[config.mk]
export PLATFORM = sky130hd
export DESIGN_NAME = sig_mon
export DESIGN_NICKNAME = d
export VERILOG_FILES = /design/src/rtl/sig_mon.sv
export SDC_FILE = /design/constraint.sdc
export NUM_CORES = 1
export LEC_CHECK = 0
export BUFFER_PORTS_ARGS = -buffer_cell sky130_fd_sc_hd__buf_2
export CAP_MARGIN = 20
export CORE_AREA = 2 2 99 101
export DETAILED_ROUTE_END_ITERATION = 12
export DIE_AREA = 0 0 101 103
export GPL_TIMING_DRIVEN = 0
export PLACE_DENSITY = 0.83
export SLEW_MARGIN = 20
export SYNTH_ARGS = -nofsm -noshare
export SYNTH_HDL_FRONTEND = slang
export SYNTH_SLANG_ARGS = --single-unit
[constraint.sdc]
create_clock -name clk -period 2.8 [get_ports clk]
set_clock_uncertainty 0.2 [all_clocks]
set_input_delay 0.7 -clock clk [delete_from_list [all_inputs] [get_ports clk]]
set_output_delay 0.7 -clock clk [all_outputs]
set_load 0.01 [all_outputs]
[src/rtl/sig_mon.sv]
// Pulse-train monitor: synchronises sig_in, measures rise-to-rise period and high
// width, qualifies each period against nominal +/- tolerance and tracks lock.
module sig_mon #(
    parameter int CNT_W      = 16,
    parameter int PERIOD_NOM = 100,
    parameter int PERIOD_TOL = 2,
    parameter int WIDTH_MAX  = 4,
    parameter int LOCK_CNT   = 4
) (
    input  logic             clk,
    input  logic             rst_n,
    input  logic             sig_in,
    output logic [CNT_W-1:0] meas_period,
    output logic [CNT_W-1:0] meas_width,
    output logic             meas_valid,
    output logic             locked,
    output logic             missing,
    output logic             bad_pulse
);

    typedef enum logic [1:0] {
        ST_IDLE  = 2'd0,
        ST_ARMED = 2'd1,
        ST_TRACK = 2'd2,
        ST_LOCK  = 2'd3
    } state_t;

    localparam logic [CNT_W-1:0] C_ZERO    = {CNT_W{1'b0}};
    localparam logic [CNT_W-1:0] C_ONE     = {{(CNT_W-1){1'b0}}, 1'b1};
    localparam logic [CNT_W-1:0] C_MAX     = {CNT_W{1'b1}};
    localparam logic [CNT_W-1:0] C_TIMEOUT = CNT_W'(PERIOD_NOM + PERIOD_TOL + 1);
    localparam logic [CNT_W-1:0] C_WMAX    = CNT_W'(WIDTH_MAX);
    localparam logic [CNT_W-1:0] C_LOCK    = CNT_W'(LOCK_CNT);
    localparam logic signed [CNT_W:0] C_NOM_S     = (CNT_W+1)'(PERIOD_NOM);
    localparam logic signed [CNT_W:0] C_TOL_S     = (CNT_W+1)'(PERIOD_TOL);
    localparam logic signed [CNT_W:0] C_TOL_NEG_S = -C_TOL_S;

    function automatic logic [CNT_W-1:0] sat_inc(input logic [CNT_W-1:0] v);
        if (v == C_MAX) begin
            sat_inc = C_MAX;
        end else begin
            sat_inc = v + C_ONE;
        end
    endfunction

    logic             r_s1, r_s2, r_s3;
    logic [CNT_W-1:0] r_pcnt, r_wcnt, r_whold, r_gcnt;
    state_t           r_state;
    logic [CNT_W-1:0] r_meas_period, r_meas_width;
    logic             r_meas_valid, r_locked, r_missing, r_bad_pulse;

    logic                    w_rise, w_fall;
    logic signed [CNT_W:0]   w_diff;
    logic                    w_good;
    state_t                  w_state_nx;
    logic [CNT_W-1:0]        w_gcnt_nx;
    logic                    w_eval, w_miss;

    assign w_rise = r_s2 & ~r_s3;
    assign w_fall = ~r_s2 & r_s3;
    assign w_diff = $signed({1'b0, r_pcnt}) - C_NOM_S;
    assign w_good = (w_diff >= C_TOL_NEG_S) && (w_diff <= C_TOL_S)
                 && (r_whold >= C_ONE) && (r_whold <= C_WMAX);

    // Synchroniser, period/width counters and width holding register
    always_ff @(posedge clk) begin
        if (!rst_n) begin
            r_s1    <= 1'b0;
            r_s2    <= 1'b0;
            r_s3    <= 1'b0;
            r_pcnt  <= C_ZERO;
            r_wcnt  <= C_ZERO;
            r_whold <= C_ZERO;
        end else begin
            r_s1 <= sig_in;
            r_s2 <= r_s1;
            r_s3 <= r_s2;
            if (w_rise) begin
                r_pcnt  <= C_ONE;
                r_wcnt  <= C_ONE;
                r_whold <= C_ZERO;
            end else begin
                r_pcnt <= sat_inc(r_pcnt);
                if (r_s2) begin
                    r_wcnt <= sat_inc(r_wcnt);
                end else begin
                    r_wcnt <= r_wcnt;
                end
                // r_whold was cleared at the rise, so a fall only ever latches this pulse
                if (w_fall) begin
                    r_whold <= r_wcnt;
                end else begin
                    r_whold <= r_whold;
                end
            end
        end
    end

    // Next-state, good-run count and event decode; a rise pre-empts the timeout
    always_comb begin
        w_state_nx = r_state;
        w_gcnt_nx  = r_gcnt;
        w_eval     = 1'b0;
        w_miss     = 1'b0;
        case (r_state)
            ST_IDLE: begin
                if (w_rise) begin
                    w_state_nx = ST_ARMED;
                end else begin
                    w_state_nx = ST_IDLE;
                end
            end
            ST_ARMED, ST_TRACK, ST_LOCK: begin
                if (w_rise) begin
                    w_eval = 1'b1;
                    if (!w_good) begin
                        w_state_nx = ST_ARMED;
                        w_gcnt_nx  = C_ZERO;
                    end else if (r_state == ST_ARMED) begin
                        w_gcnt_nx  = C_ONE;
                        w_state_nx = (C_LOCK == C_ONE) ? ST_LOCK : ST_TRACK;
                    end else if (r_state == ST_TRACK) begin
                        w_gcnt_nx  = r_gcnt + C_ONE;
                        w_state_nx = ((r_gcnt + C_ONE) == C_LOCK) ? ST_LOCK : ST_TRACK;
                    end else begin
                        w_state_nx = ST_LOCK;
                    end
                end else if (r_pcnt == C_TIMEOUT) begin
                    w_miss     = 1'b1;
                    w_state_nx = ST_IDLE;
                    w_gcnt_nx  = C_ZERO;
                end else begin
                    w_state_nx = r_state;
                end
            end
            default: begin
                w_state_nx = ST_IDLE;
                w_gcnt_nx  = C_ZERO;
            end
        endcase
    end

    // State and registered outputs
    always_ff @(posedge clk) begin
        if (!rst_n) begin
            r_state       <= ST_IDLE;
            r_gcnt        <= C_ZERO;
            r_meas_period <= C_ZERO;
            r_meas_width  <= C_ZERO;
            r_meas_valid  <= 1'b0;
            r_locked      <= 1'b0;
            r_missing     <= 1'b0;
            r_bad_pulse   <= 1'b0;
        end else begin
            r_state      <= w_state_nx;
            r_gcnt       <= w_gcnt_nx;
            r_meas_valid <= w_eval;
            r_bad_pulse  <= w_eval & ~w_good;
            r_missing    <= w_miss;
            r_locked     <= (w_state_nx == ST_LOCK);
            if (w_eval) begin
                r_meas_period <= r_pcnt;
                r_meas_width  <= r_whold;
            end else begin
                r_meas_period <= r_meas_period;
                r_meas_width  <= r_meas_width;
            end
        end
    end

    assign meas_period = r_meas_period;
    assign meas_width  = r_meas_width;
    assign meas_valid  = r_meas_valid;
    assign locked      = r_locked;
    assign missing     = r_missing;
    assign bad_pulse   = r_bad_pulse;

endmodule

==> results of run 1 <==
-- per-layer routing --
metal / wire [um] / vias up / GRT usage
met2: 6470 / 156 / 0.407
li1: - / 2352 / -
met1: 5610 / 2326 / 0.304
met3: 617 / 27 / 0.0319
met5: 0 / - / 0
met4: 266 / 0 / 0.114
-- flip-flops by register name, summed over array words and instances, names as in the netlist --
register	count
meas_period	16
meas_width	16
r_gcnt	16
r_pcnt	16
r_wcnt	16
r_whold	16
r_state	2
bad_pulse	1
locked	1
meas_valid	1
missing	1
r_s1	1
r_s2	1
r_s3	1
-- cell usage after synthesis, types with 2 or more instances --
cell,n,share of area
nand2_1,135,0.10
dfxtp_1,105,0.42
a21oi_1,84,0.085
nor2_1,35,0.026
clkbuf_1,30,0.023
o21ai_0,24,0.024
nand3_1,22,0.022
nor3_1,20,0.020
inv_1,19,0.014
and3_1,17,0.021
xor2_1,13,0.023
ha_1,11,0.028
xnor2_1,11,0.019
nand4_1,10,0.013
nand2b_1,8,0.010
nor4_1,8,0.010
a31oi_1,7,0.0088
and2_1,7,0.0088
o31ai_1,6,0.0091
buf_1,5,0.0038
nand3b_1,5,0.0076
nor2b_1,4,0.0050
a21o_1,3,0.0045
buf_2,3,0.0030
mux2i_1,3,0.0060
o211ai_1,3,0.0045
o22ai_1,3,0.0038
a211o_1,2,0.0035
a211oi_1,2,0.0030
a32oi_1,2,0.0035
and4_1,2,0.0035
and4b_1,2,0.0040
nor3_2,2,0.0040
nor3b_1,2,0.0030
nor4b_1,2,0.0035
o41ai_1,2,0.0035
or3_1,2,0.0025
-- power breakdown --
part           switching, mW  total (mW)  internal [mW]
clock network          0.537       0.919          0.382
registers             0.0109        1.51           1.50
logic                 0.0763       0.112         0.0353
-- path summary, 6_finish.rpt --
check / startpoint / end / slack, ns
setup / recovery: r_pcnt[0] / r_gcnt[3] / -0.03
hold / removal: r_s1 / r_s2 / 0.24
setup reg to reg: r_pcnt[0] / r_gcnt[3] / -0.03
hold reg to reg: r_s1 / r_s2 / 0.24
-- repair_timing --
item	CTS	global route
endpoints found under the setup margin	18	28
cloned	0	0
buffers inserted	5	13
pin swaps	9	15
endpoints found under the hold margin	0	0
resized for setup	14	44
-- cells by family (layout without fill, tap and decap cells) --
logic type	after synthesis	in the layout	synth area share
simple gates	291	291	0.283
compound gates	148	148	0.169
flops	105	105	0.423
xor+xnor	24	24	0.0423
buf+inv	60	128	0.0484
fa+ha+maj	11	11	0.0277
mux	3	3	0.00605
-- per-stage QoR --
stage	cells	worst slack [ns]	setup TNS, ns	hold WS [ns]	power (mW)
after floorplan	642	0.0110	0	0.212	1.61
after global routing	824	-0.0728	-0.199	0.250	2.60
after global placement	794	-0.459	-4.35	0.216	1.64
after CTS	814	-0.0545	-0.156	0.246	2.52
after detailed placement	794	-0.515	-5.78	0.225	1.64
final	824	-0.0293	-0.0478	0.243	2.54
-- worst register-to-register path, stage by stage, from the launching register on --
cell	delay (ns)
dfxtp_2	0.43
ha_2	0.27
nand2_2	0.08
or4_4	0.49
buf_6	0.15
a211o_4	0.33
or4_4	0.56
o31ai_4	0.23
-- layout make-up --
type / instances / area (um^2) / share of cell area
Buffer: 36 / 158 / 0.0269
Clock buffer: 12 / 155 / 0.0264
Clock inverter: 4 / 31.3 / 0.00533
Inverter: 20 / 77.6 / 0.0132
Multi-Input combinational cell: 477 / 2850 / 0.486
Sequential cell: 105 / 2120 / 0.360
Tap cell: 114 / 143 / 0.0243
Timing Repair Buffer: 56 / 340 / 0.0580
==> results by stage, run 1 <==
STA:
- The setup-violating endpoint count in the final report is 2.
- The final worst slack is -0.0293 ns.
- The fraction of the cycle the final worst path needs is 1.01.
- The headroom to the max-slew limit is 0.587.
- The number of pins exceeding their max-slew limit in the final report is 0.
- The transition time at the pin with the least slew margin is 0.620 ns.
- Static timing analysis puts the maximum clock frequency at 353 MHz.
- The final count of hold timing violations is 0.
- The clock period minus final worst setup slack is roughly 2.8 ns.
- Setup repair after global routing could not meet its margin everywhere.

GRT:
- The initial antenna violation count came to 0.
- The via count of the first global-routing pass is 4415.
- The overall overflow remaining after global route is 0.
- The total track usage is 0.240.
- The pin count of the biggest net entering global routing is 18.
- The first-pass GRT wire length is between 20000 and 25000 um.

CTS:
- The number of buffers inserted for hold repair after clock tree synthesis is 0.
- The master cell of the clock root buffer is clkbuf_8.
- The deepest level of the CTS H-tree is 3.
- After clock tree synthesis, the clock-pin slew on the worst setup and hold paths is about 0.10 ns.
- CTS saw between 100 and 150 sinks.
- The number of clock buffers inserted by TritonCTS is 9.
- The clock tree from TritonCTS is yes.
- The clock passes through at most 2 buffers.
- The clock insertion delay at the later pin of the skew report is between 0.3 and 0.4 ns.

Yosys:
- The share of the Yosys chip area taken by registers is 0.423.
- The number of nets produced by synthesis is between 600 and 700.
- The most instantiated flip-flop cell in the synthesis netlist is dfxtp_1.
- For this run, asynchronously set or reset flops after synthesis account for 0.
- The number of flops mapped to enable cells by yosys is 0.
- Counting distinct cell types in the post-synthesis netlist gives slightly below 60.
- The Yosys warning count is 0.
- In this run, synthesis produced a sequential element count of 105.
- The netlist area before placement is ~5000 um^2.
- The average cell area after synthesis is between 7 and 8 um^2.
- In the synthesized netlist, the number of instances is between 600 and 700.

Finish:
- Counting the fill cells in the layout gives just under 800.
- Leaving out fill and tap cells, the most frequent cell in the layout is nand2_1.
- Summing all non-filler instances in the final layout gives an area of approximately 5900 um^2.
- The area growth from synthesis to layout is 18.2%.
- Measured on the finished design, the core utilization comes to 0.621.
- In the layout the commonest cells are 134 x nand2_1, 98 x dfxtp_1, 84 x a21oi_1, 39 x buf_2, 35 x nor2_1.
- The antenna diode count is 0.
- In the final design database the tool counted 719 nets.
- The share of cells above drive strength 1 is 0.163.

Status:
- The run finished, with violations left.
- The checks that failed: setup timing.

Detailed routing:
- For this run, design rule violations remaining after detail routing come to 0.
- After detailed routing, the average wire length per cell comes to 15.7 um.
- The total wirelength of the detailed-routed design is ~13000 um.
- The detailed-route via count is between 4000 and 5000.
- The via density per instance is a little under 6.
- The first routing iteration left ~370 violations.
- The post-detailed-route count of antenna-violating nets is 0.
- The first detailed-routing pass ran for 5 iterations.

Die:
- The floorplan step defined a core boundary enclosing approximately 9500 um^2.
- The initial standard-cell utilization of the core is 0.525.
- The die is around 100 um tall.
- The floorplan step defined a die boundary enclosing 10400 um^2.
- The initialized floorplan defines 36 standard-cell rows.
- The floorplan step set the die width to ~100 um.
- For this design the top-level I/O count stands at 39.

Setup path:
- In this run the number of cells on the critical path is 7.
- The gate family responsible for the most delay along the worst path is simple AND/OR/NAND/NOR gates.
- Data arrives at the worst endpoint at 2.92 ns.
- For this run, the slowest stage of the critical path takes roughly 0.56 ns.
- By instance count, the cell type seen most on the critical path is or4_4.
- The number of buffers and inverters on the critical path is 1.
- Along the worst path, the maximum fanout reaches 7.
- Data on the critical path is required at its endpoint by approximately 2.9 ns.
- The critical path is of the flip-flop to flip-flop type.
- The kind of start point of the critical path is a flip-flop.
- Traced cell by cell, the critical path runs through ha_2, nand2_2, or4_4, buf_6, a211o_4, or4_4, o31ai_4.
- Among all stages on the critical path, the largest delay is contributed by or4_4.
- Measured in cells, the most critical reg-to-reg path has a length of 7.
- The endpoint type of the worst setup path is a flip-flop.

Placement:
- Summing all placed instances gives a cell area of ~5300 um^2.
- During placement, the flow inserted port buffers numbering 38.
- The final HPWL from detailed placement is between 8000 and 9000 um.
- Routability-driven placement finished with a final weighted congestion of 0.883.

Pwr:
- Dividing total power by cell area gives a power density of between 400 and 500 nW/um^2.
- VDD sags by at most 0.265 mV.
- The analysis attributes to cell leakage a power of 2.13 nW.

Hold path:
- The count of cells along the worst hold path is 1.
- The worst hold-check path type is flip-flop to flip-flop.

Job:
- The number of maximum-capacitance violations is 0.
Power figures use the tool's default switching activity.
==> run 2, diff against run 1 <==
Settings changed: CELL_PAD_IN_SITES_DETAIL_PLACEMENT from default to 1, CELL_PAD_IN_SITES_GLOBAL_PLACEMENT from default to 1, CORE_AREA 2 2 99 101 to 2 2 115 117, DIE_AREA 0 0 101 103 to 0 0 117 119, PLACE_DENSITY 0.83 to 0.82.
==> run 2 against run 1 <==
  * Global-route usage decreased by 1.6 points
  * Register-to-register slack worse by 0.08 ns
  * The flow still finishes with violations (setup timing)
  * Combinational power about the same
  * Hold slack about the same
  * Design area up 2.6%
  * Highest routed layer unchanged
  * Routed wire length is 19% higher
  * Maximum frequency is 2.8% lower
  * Die area grew 34%
  * Clock power rose by 56%
  * Non-clock buffer count decreased by 7
  * Cell count grew 6.7%
  * Setup slack worse by 0.081 ns
==> results by stage, run 2 (synthesis gave the netlist of run 1 again) <==
Setup path:
- The length in cells of the worst reg-to-reg path is 8 (+1).
- Walking the worst path, the cells encountered are inv_4, ha_4, or3b_1, a211o_1, nor4b_4, a41oi_2, or4_4, o31ai_2.
- The endpoint of the most critical register-to-register path is r_gcnt[3].
- The data arrival time of the critical path came to 2.97 ns (+0.05 ns).
- The peak fanout along the critical path is 3 (-4).
- Among all stages on the critical path, the largest delay is contributed by or4_4.
- The worst stage delay on the critical path came to 0.60 ns (+0.04 ns).
- The critical path class is flip-flop to flip-flop.
- The worst setup path is captured at a flip-flop.
- The kind of start point of the critical path is a flip-flop.
- The data required time at the worst endpoint is 2.86 ns (-0.03 ns).
- The register-to-register path setup slack is -0.11 ns (-0.08 ns).
- The startpoint identified for the worst register-to-register timing path is r_pcnt[2].

Finish:
- The most common library cell in the layout ignoring fill and taps is nand2_1.
- The antenna diode count is 0 (unchanged).
- In the layout the commonest cells are 135 x nand2_1, 101 x dfxtp_1, 84 x a21oi_1, 39 x buf_2, 34 x nor2_1.
- The post-synthesis to final-layout area growth is 21.2%.
- The final non-filler cell total was 879 (+6.7%).
- The share of cells above drive strength 1 is 0.156 (-0.00691).
- The net count of the finished layout is 712 (-0.97%).

Placement:
- The number of port buffers came to 38 (unchanged).
- The post-placement cell count is 856 (+7.8%).
- The final HPWL from detailed placement is 10700 um (+20%).
- The worst slack at placement is -0.660 ns (-0.145 ns).
- The routability congestion estimate from global placement came to 0.903 (+2.2%).

Job:
- The number of maximum-capacitance violations is 0 (unchanged).

STA:
- The transition time at the pin with the least slew margin is 0.688 ns (+0.0688 ns).
- The maximum frequency from static timing analysis came to 344 MHz (-2.8%).
- The headroom to the max-slew limit is 0.541 (-0.0459).
- The clock period minus final worst setup slack is 2.91 ns (+0.0814 ns).
- The setup-violating endpoint count in the final report was 3 (+1).
- Setup repair after global routing could not meet its margin everywhere.
- The number of pins exceeding their max-slew limit in the final report is 0 (unchanged).
- The final hold slack is 0.243 ns (-0.0000300 ns).
- The final count of hold timing violations is 0 (unchanged).
- The final worst slack is -0.111 ns (-0.0814 ns).
- The fraction of the cycle the final worst path needs is 1.04 (+0.0291).

Hold path:
- The worst hold path begins at r_s1.
- The sink of the worst hold path is r_s2.
- The min-delay analysis places its worst path in the category flip-flop to flip-flop.
- The count of cells along the worst hold path is 1 (unchanged).

Pwr:
- The power per standard cell area came to 506 nW/um^2 (+17%).
- The worst-case vdd ir drop is 0.275 mV (+3.5%).
- The switching power total is 0.679 mW (+8.8%).
- The switching power share of the total was 0.223 (-0.0227).
- The clock group share of total power is 0.469 (+0.107).
- The portion of total power attributed to combinational logic was 0.036 (-0.008).
- The total power consumption of the routed design is 3.05 mW (+20%).
- The internal power summed over all cells is 2.37 mW (+24%).
- The power share of the sequential group is 0.495 (-0.099).
- The leakage power of the design is 2.14 nW (+0.53%).

GRT:
- The initial antenna violation count is 0 (unchanged).
- The via count of the first global-routing pass is 5015 (+14%).
- The first-pass GRT wire length is 24600 um (+22%).
- The pin count of the biggest net entering global routing is 18 (unchanged).
- The total track usage is 0.224 (-0.0161).
- The overall overflow remaining after global route was 0 (unchanged).

Die:
- The die height is 119 um (+16%).
- The die outline area is 13900 um^2 (+34%).
- The number of standard-cell rows in the floorplan was 42 (+17%).
- The area of the core was 12900 um^2 (+36%).
- The initial standard-cell utilization of the core is 0.386 (-0.139).
- The width of the chip came to 117 um (+16%).
- The number of top-level pins is 39 (unchanged).

Detailed routing:
- The via density per instance was 5.58 (-5.5%).
- The post-detailed-route count of antenna-violating nets is 0 (unchanged).
- The first-pass detailed-route iteration total was 4 (-1).
- The detailed-route via count is 4901 (+0.82%).
- The average wire per standard cell was 17.5 um (+11%).
- The total wirelength of the detailed-routed design came to 15400 um (+19%).
- The count of unresolved DRC violations after routing came to 0 (unchanged).
- The number of violations reported at the end of detailed-routing iteration 0 was 190 (-48%).

CTS:
- The maximum count of clock buffers along a single path came to 2 (unchanged).
- The deepest level of the CTS H-tree is 3 (unchanged).
- TritonCTS built the clock tree.
- The clock insertion delay at the later pin of the skew report came to 0.36 ns (-0.02 ns).
- The clock transition at the register clock pins on the worst setup and hold paths after CTS is 0.07 ns (-0.03 ns).
- The master cell of the clock root buffer is clkbuf_16.
- The number of clock buffers inserted by TritonCTS was 9 (unchanged).
- The number of buffers inserted for hold repair after clock tree synthesis is 0 (unchanged).
- The number of clock sinks was 105 (unchanged).

Status:
- The checks that failed: setup timing.
- The run finished, with violations left.
## run 2: worst max-delay path by stage
stage / endpoint / startpoint / depth (start not counted)
2_1_floorplan: r_gcnt[3] / r_pcnt[2] / 9
3_3_place_gp: locked / r_pcnt[3] / 9
3_5_place_dp: locked / r_pcnt[3] / 9
4_1_cts: locked / r_gcnt[5] / 8
5_1_grt: r_gcnt[3] / r_pcnt[2] / 8
6_report: r_gcnt[3] / r_pcnt[2] / 8
## run 2: metal layers
metal	global-route usage	routed length (um)	vias up
met5	0	0	-
met4	0.0860	448	0
met3	0.0387	535	34
met2	0.399	8050	95
met1	0.264	6380	2434
li1	-	-	2338
## run 2: critical path: cells and delay by family (launching register included)
| kind | cells | cell delay (ns) |
|---|---|---|
| AO/OA/AOI/OAI | 3 | 0.68 |
| adder cells (fa/ha/maj) | 1 | 0.22 |
| buffers and inverters | 1 | 0.04 |
| flip-flops | 1 | 0.37 |
| AND/OR/NAND/NOR | 3 | 1.30 |
## run 2: layout make-up
class	instances	area [um^2]
inverter	20	80.1
sequential	105	2110
timing repair buffer	50	284
multi-input combinational	477	2840
clock buffer	11	253
tap	176	220
clock inverter	5	85.1
buffer	35	151
fill	1574	6850
## run 2: power groups by stage
stage / combinational (mW) / clock, mW / sequential (mW)
6_report: 0.110 / 1.43 / 1.51
5_1_grt: 0.120 / 1.50 / 1.51
4_1_cts: 0.103 / 1.45 / 1.51
3_5_place_dp: 0.0975 / 0 / 1.54
3_3_place_gp: 0.0938 / 0 / 1.54
2_1_floorplan: 0.0670 / 0 / 1.54
## run 2: through the flow
stage,TNS (ns),util,instance area [um^2]
floorplan,0,-,4990
global placement,-5.36,0.420,5400
global route,-0.820,0.468,6020
CTS,0,0.458,5900
detailed placement,-7.57,0.420,5400
finish,-0.235,0.468,6020
## run 2: repair_timing
item                                    4_1_cts  5_1_grt
hold endpoints to repair                      0        0
buffers inserted                              7        5
endpoints found under the setup margin       18       27
pin swaps                                    11        8
gates cloned                                  0        0
resized for setup                            24       30
==> run 3, diff against run 2 <==
Settings changed: CORE_AREA 2 2 115 117 to 2 2 105 107, DIE_AREA 0 0 117 119 to 0 0 107 109, PLACE_DENSITY 0.82 to 0.92.
Clock period 2.8 ns to 3.55 ns, I/O delays scaled along.
==> run 3 against run 2 <==
  * The run now ends clean
  * Maximum frequency is 14% lower
  * Via count is 2.1% lower
  * Die area is 16% lower
  * Utilization is 5.8 points higher
  * Combinational power is 27% lower
  * Setup slack better by 0.28 ns
  * Sequential share of layout area is 2.6 points higher
  * Clock power is 48% lower
  * Hold slack better by 0.0047 ns
  * Critical path depth is 1 higher
  * Flip-flop and latch count stayed put
  * Largest cell class unchanged
==> results by stage, run 3 (synthesis gave the netlist of run 1 again) <==
Job:
- The number of maximum-capacitance violations is 0 (unchanged).

GRT:
- The overall overflow remaining after global route is 0 (unchanged).
- The first-pass GRT wire length was 22900 um (-6.8%).
- The total track usage is 0.249 (+0.0250).
- The initial antenna violation count is 0 (unchanged).
- The via count of the first global-routing pass came to 4831 (-3.7%).
- The pin count of the biggest net entering global routing was 21 (+3).

Placement:
- The routability congestion estimate from global placement is 0.953 (+5.6%).
- The final HPWL from detailed placement was 10400 um (-2.8%).
- The number of port buffers is 38 (unchanged).
- The placed cell area is 5330 um^2 (-1.3%).

Detailed routing:
- The post-detailed-route count of antenna-violating nets is 0 (unchanged).
- The first-pass detailed-route iteration total is 5 (+1).
- The detailed-route via count is 4798 (-2.1%).
- The count of unresolved DRC violations after routing is 0 (unchanged).
- The number of violations reported at the end of detailed-routing iteration 0 is 191 (+0.53%).
- The via density per instance is 5.73 (+2.8%).
- The total wirelength of the detailed-routed design is 14400 um (-6.5%).
- The average wire per standard cell was 17.2 um (-1.8%).

Setup path:
- The register-to-register path setup slack came to 0.17 ns (+0.28 ns).
- The endpoint type of the worst setup path is a flip-flop.
- The worst stage delay on the critical path was 0.60 ns (about the same).
- The length in cells of the worst reg-to-reg path came to 9 (+1).
- The kind of start point of the critical path is a flip-flop.
- The beginning of the worst register-to-register path is r_pcnt[2].
- The data arrival time of the critical path is 3.48 ns (+0.51 ns).
- The peak fanout along the critical path came to 9 (+6).
- The endpoint of the most critical register-to-register path is r_gcnt[5].
- The critical path class is flip-flop to flip-flop.
- The worst-path cell with the longest stage delay is or4_4.
- The signal on the critical path passes through clkbuf_4, inv_1, ha_1, or3b_1, a211o_1, nor4b_2, a41oi_2, or4_4, o31ai_1.
- The data required time at the worst endpoint came to 3.65 ns (+0.79 ns).

Hold path:
- The count of cells along the worst hold path is 1 (unchanged).
- In this run the most critical hold path is launched from r_s1.
- For hold timing, the worst endpoint is r_s2.
- The tightest min-delay check is of the flip-flop to flip-flop type.

STA:
- The final count of hold timing violations was 0 (unchanged).
- The setup-violating endpoint count in the final report came to 0 (-3).
- The sum of negative setup slack came to 0 ns (+0.235 ns).
- The headroom to the max-slew limit is 0.559 (+0.0176).
- The transition time at the pin with the least slew margin is 0.662 ns (-0.0264 ns).
- Setup repair after global routing left no endpoint under its margin.
- The clock period minus final worst setup slack was 3.38 ns (+0.470 ns).
- The number of pins exceeding their max-slew limit in the final report came to 0 (unchanged).
- The fraction of the cycle the final worst path needs is 0.952 (-0.0873).
- The maximum frequency from static timing analysis was 296 MHz (-14%).

CTS:
- TritonCTS built the clock tree.
- The number of clock buffers inserted by TritonCTS is 9 (unchanged).
- The clock transition at the register clock pins on the worst setup and hold paths after CTS is 0.11 ns (+0.04 ns).
- The number of buffers inserted for hold repair after clock tree synthesis is 0 (unchanged).
- The deepest level of the CTS H-tree is 3 (unchanged).
- The number of clock sinks is 105 (unchanged).
- The maximum count of clock buffers along a single path is 2 (unchanged).
- The clock insertion delay at the later pin of the skew report came to 0.40 ns (+0.04 ns).
- The root buffer cell chosen for the clock tree is clkbuf_8.

Die:
- The number of top-level pins is 39 (unchanged).
- The die height is 109 um (-8.4%).
- The initial standard-cell utilization of the core was 0.468 (+0.0827).
- The die outline area is 11700 um^2 (-16%).
- The width of the chip is 107 um (-8.5%).
- The area of the core is 10600 um^2 (-18%).
- The number of standard-cell rows in the floorplan was 38 (-9.5%).

Pwr:
- The worst-case vdd ir drop is 0.285 mV (+3.7%).
- The power per standard cell area is 362 nW/um^2 (-29%).
- The total power consumption of the routed design is 2.02 mW (-34%).
- The leakage power of the design is 1.97 nW (-7.7%).

Finish:
- From synthesis to final layout, the design area changed by 12.2%.
- The library cell used most frequently in the layout, excluding fill and tap cells, is nand2_1.
- The final instance area is 5570 um^2 (-7.4%).
- The antenna diode count is 0 (unchanged).
- The library cells used most frequently in the layout, excluding fill and tap cells, are 135 x nand2_1, 105 x dfxtp_1, 84 x a21oi_1, 41 x buf_2, 35 x nor2_1.
- The net count of the finished layout is 706 (-0.84%).
- The filler cell count is 1368 (-13%).
- The share of cells above drive strength 1 is 0.105 (-0.0517).

Status:
- The run finished with clean final reports.
[run 3: changes by cell type in the layout (fill, tap and decap cells not counted), sizes merged]
cell and change:
buf -10, bufinv -2, clkbuf +2, clkinv +1, inv +3
[run 3: layout make-up]
type | instances | area (um^2) | share of cell area
tap | 140 | 175 | 0.0314
sequential | 105 | 2100 | 0.377
clock inverter | 7 | 68.8 | 0.0123
multi-input combinational | 477 | 2660 | 0.478
clock buffer | 9 | 124 | 0.0222
buffer | 40 | 169 | 0.0303
timing repair buffer | 39 | 198 | 0.0355
inverter | 20 | 75.1 | 0.0135
[run 3: worst max path at each step]
stage | end | from | cells past startpoint | slack, ns
3_5_place_dp | r_gcnt[15] | r_pcnt[2] | 10 | -0.20
3_3_place_gp | r_gcnt[15] | r_pcnt[2] | 10 | 0.07
2_1_floorplan | r_gcnt[3] | r_pcnt[2] | 9 | 0.54
6_report | r_gcnt[5] | r_pcnt[2] | 9 | 0.17
4_1_cts | r_gcnt[1] | r_pcnt[2] | 10 | 0.08
5_1_grt | r_gcnt[3] | r_pcnt[2] | 9 | 0.09
[run 3: layer usage]
metal / part of all wire / track usage / up-vias
met2: 0.50 / 0.449 / 127
li1: - / - / 2320
met1: 0.42 / 0.288 / 2315
met4: 0.028 / 0.101 / 0
met3: 0.054 / 0.0526 / 36
met5: 0 / 0 / -
[run 3: where the power goes]
group	total, mW	leakage (nW)	internal [mW]	switching [mW]
sequential	1.19	0.847	1.18	0.00818
clock	0.744	0.0968	0.275	0.469
combinational	0.0804	1.03	0.0217	0.0587
total	2.02	1.97	1.48	0.536
[run 3: critical path, delay by kind of cell (launching register included)]
family	cells	cell delay, ns
AO/OA/AOI/OAI	3	0.73
adder cells (fa/ha/maj)	1	0.32
buffers and inverters	2	0.33
flip-flops	1	0.41
AND/OR/NAND/NOR	3	1.29
[run 3: through the flow]
step                std cells  utilization  setup WS, ns  hold WS, ns
floorplan                 642            -         0.536        0.212
global placement          820        0.503        0.0678        0.230
detailed placement        820        0.503        -0.204        0.227
CTS                       836        0.523        0.0833        0.255
global route              837        0.526        0.0891        0.270
finish                    837        0.526         0.170        0.248
[run 3: timing repair]
item                       in CTS  in global routing
pin swaps                       0                  1
setup buffers                   0                  1
setup endpoints to repair       9                 12
resized for setup               3                  6
hold endpoints to repair        0                  0
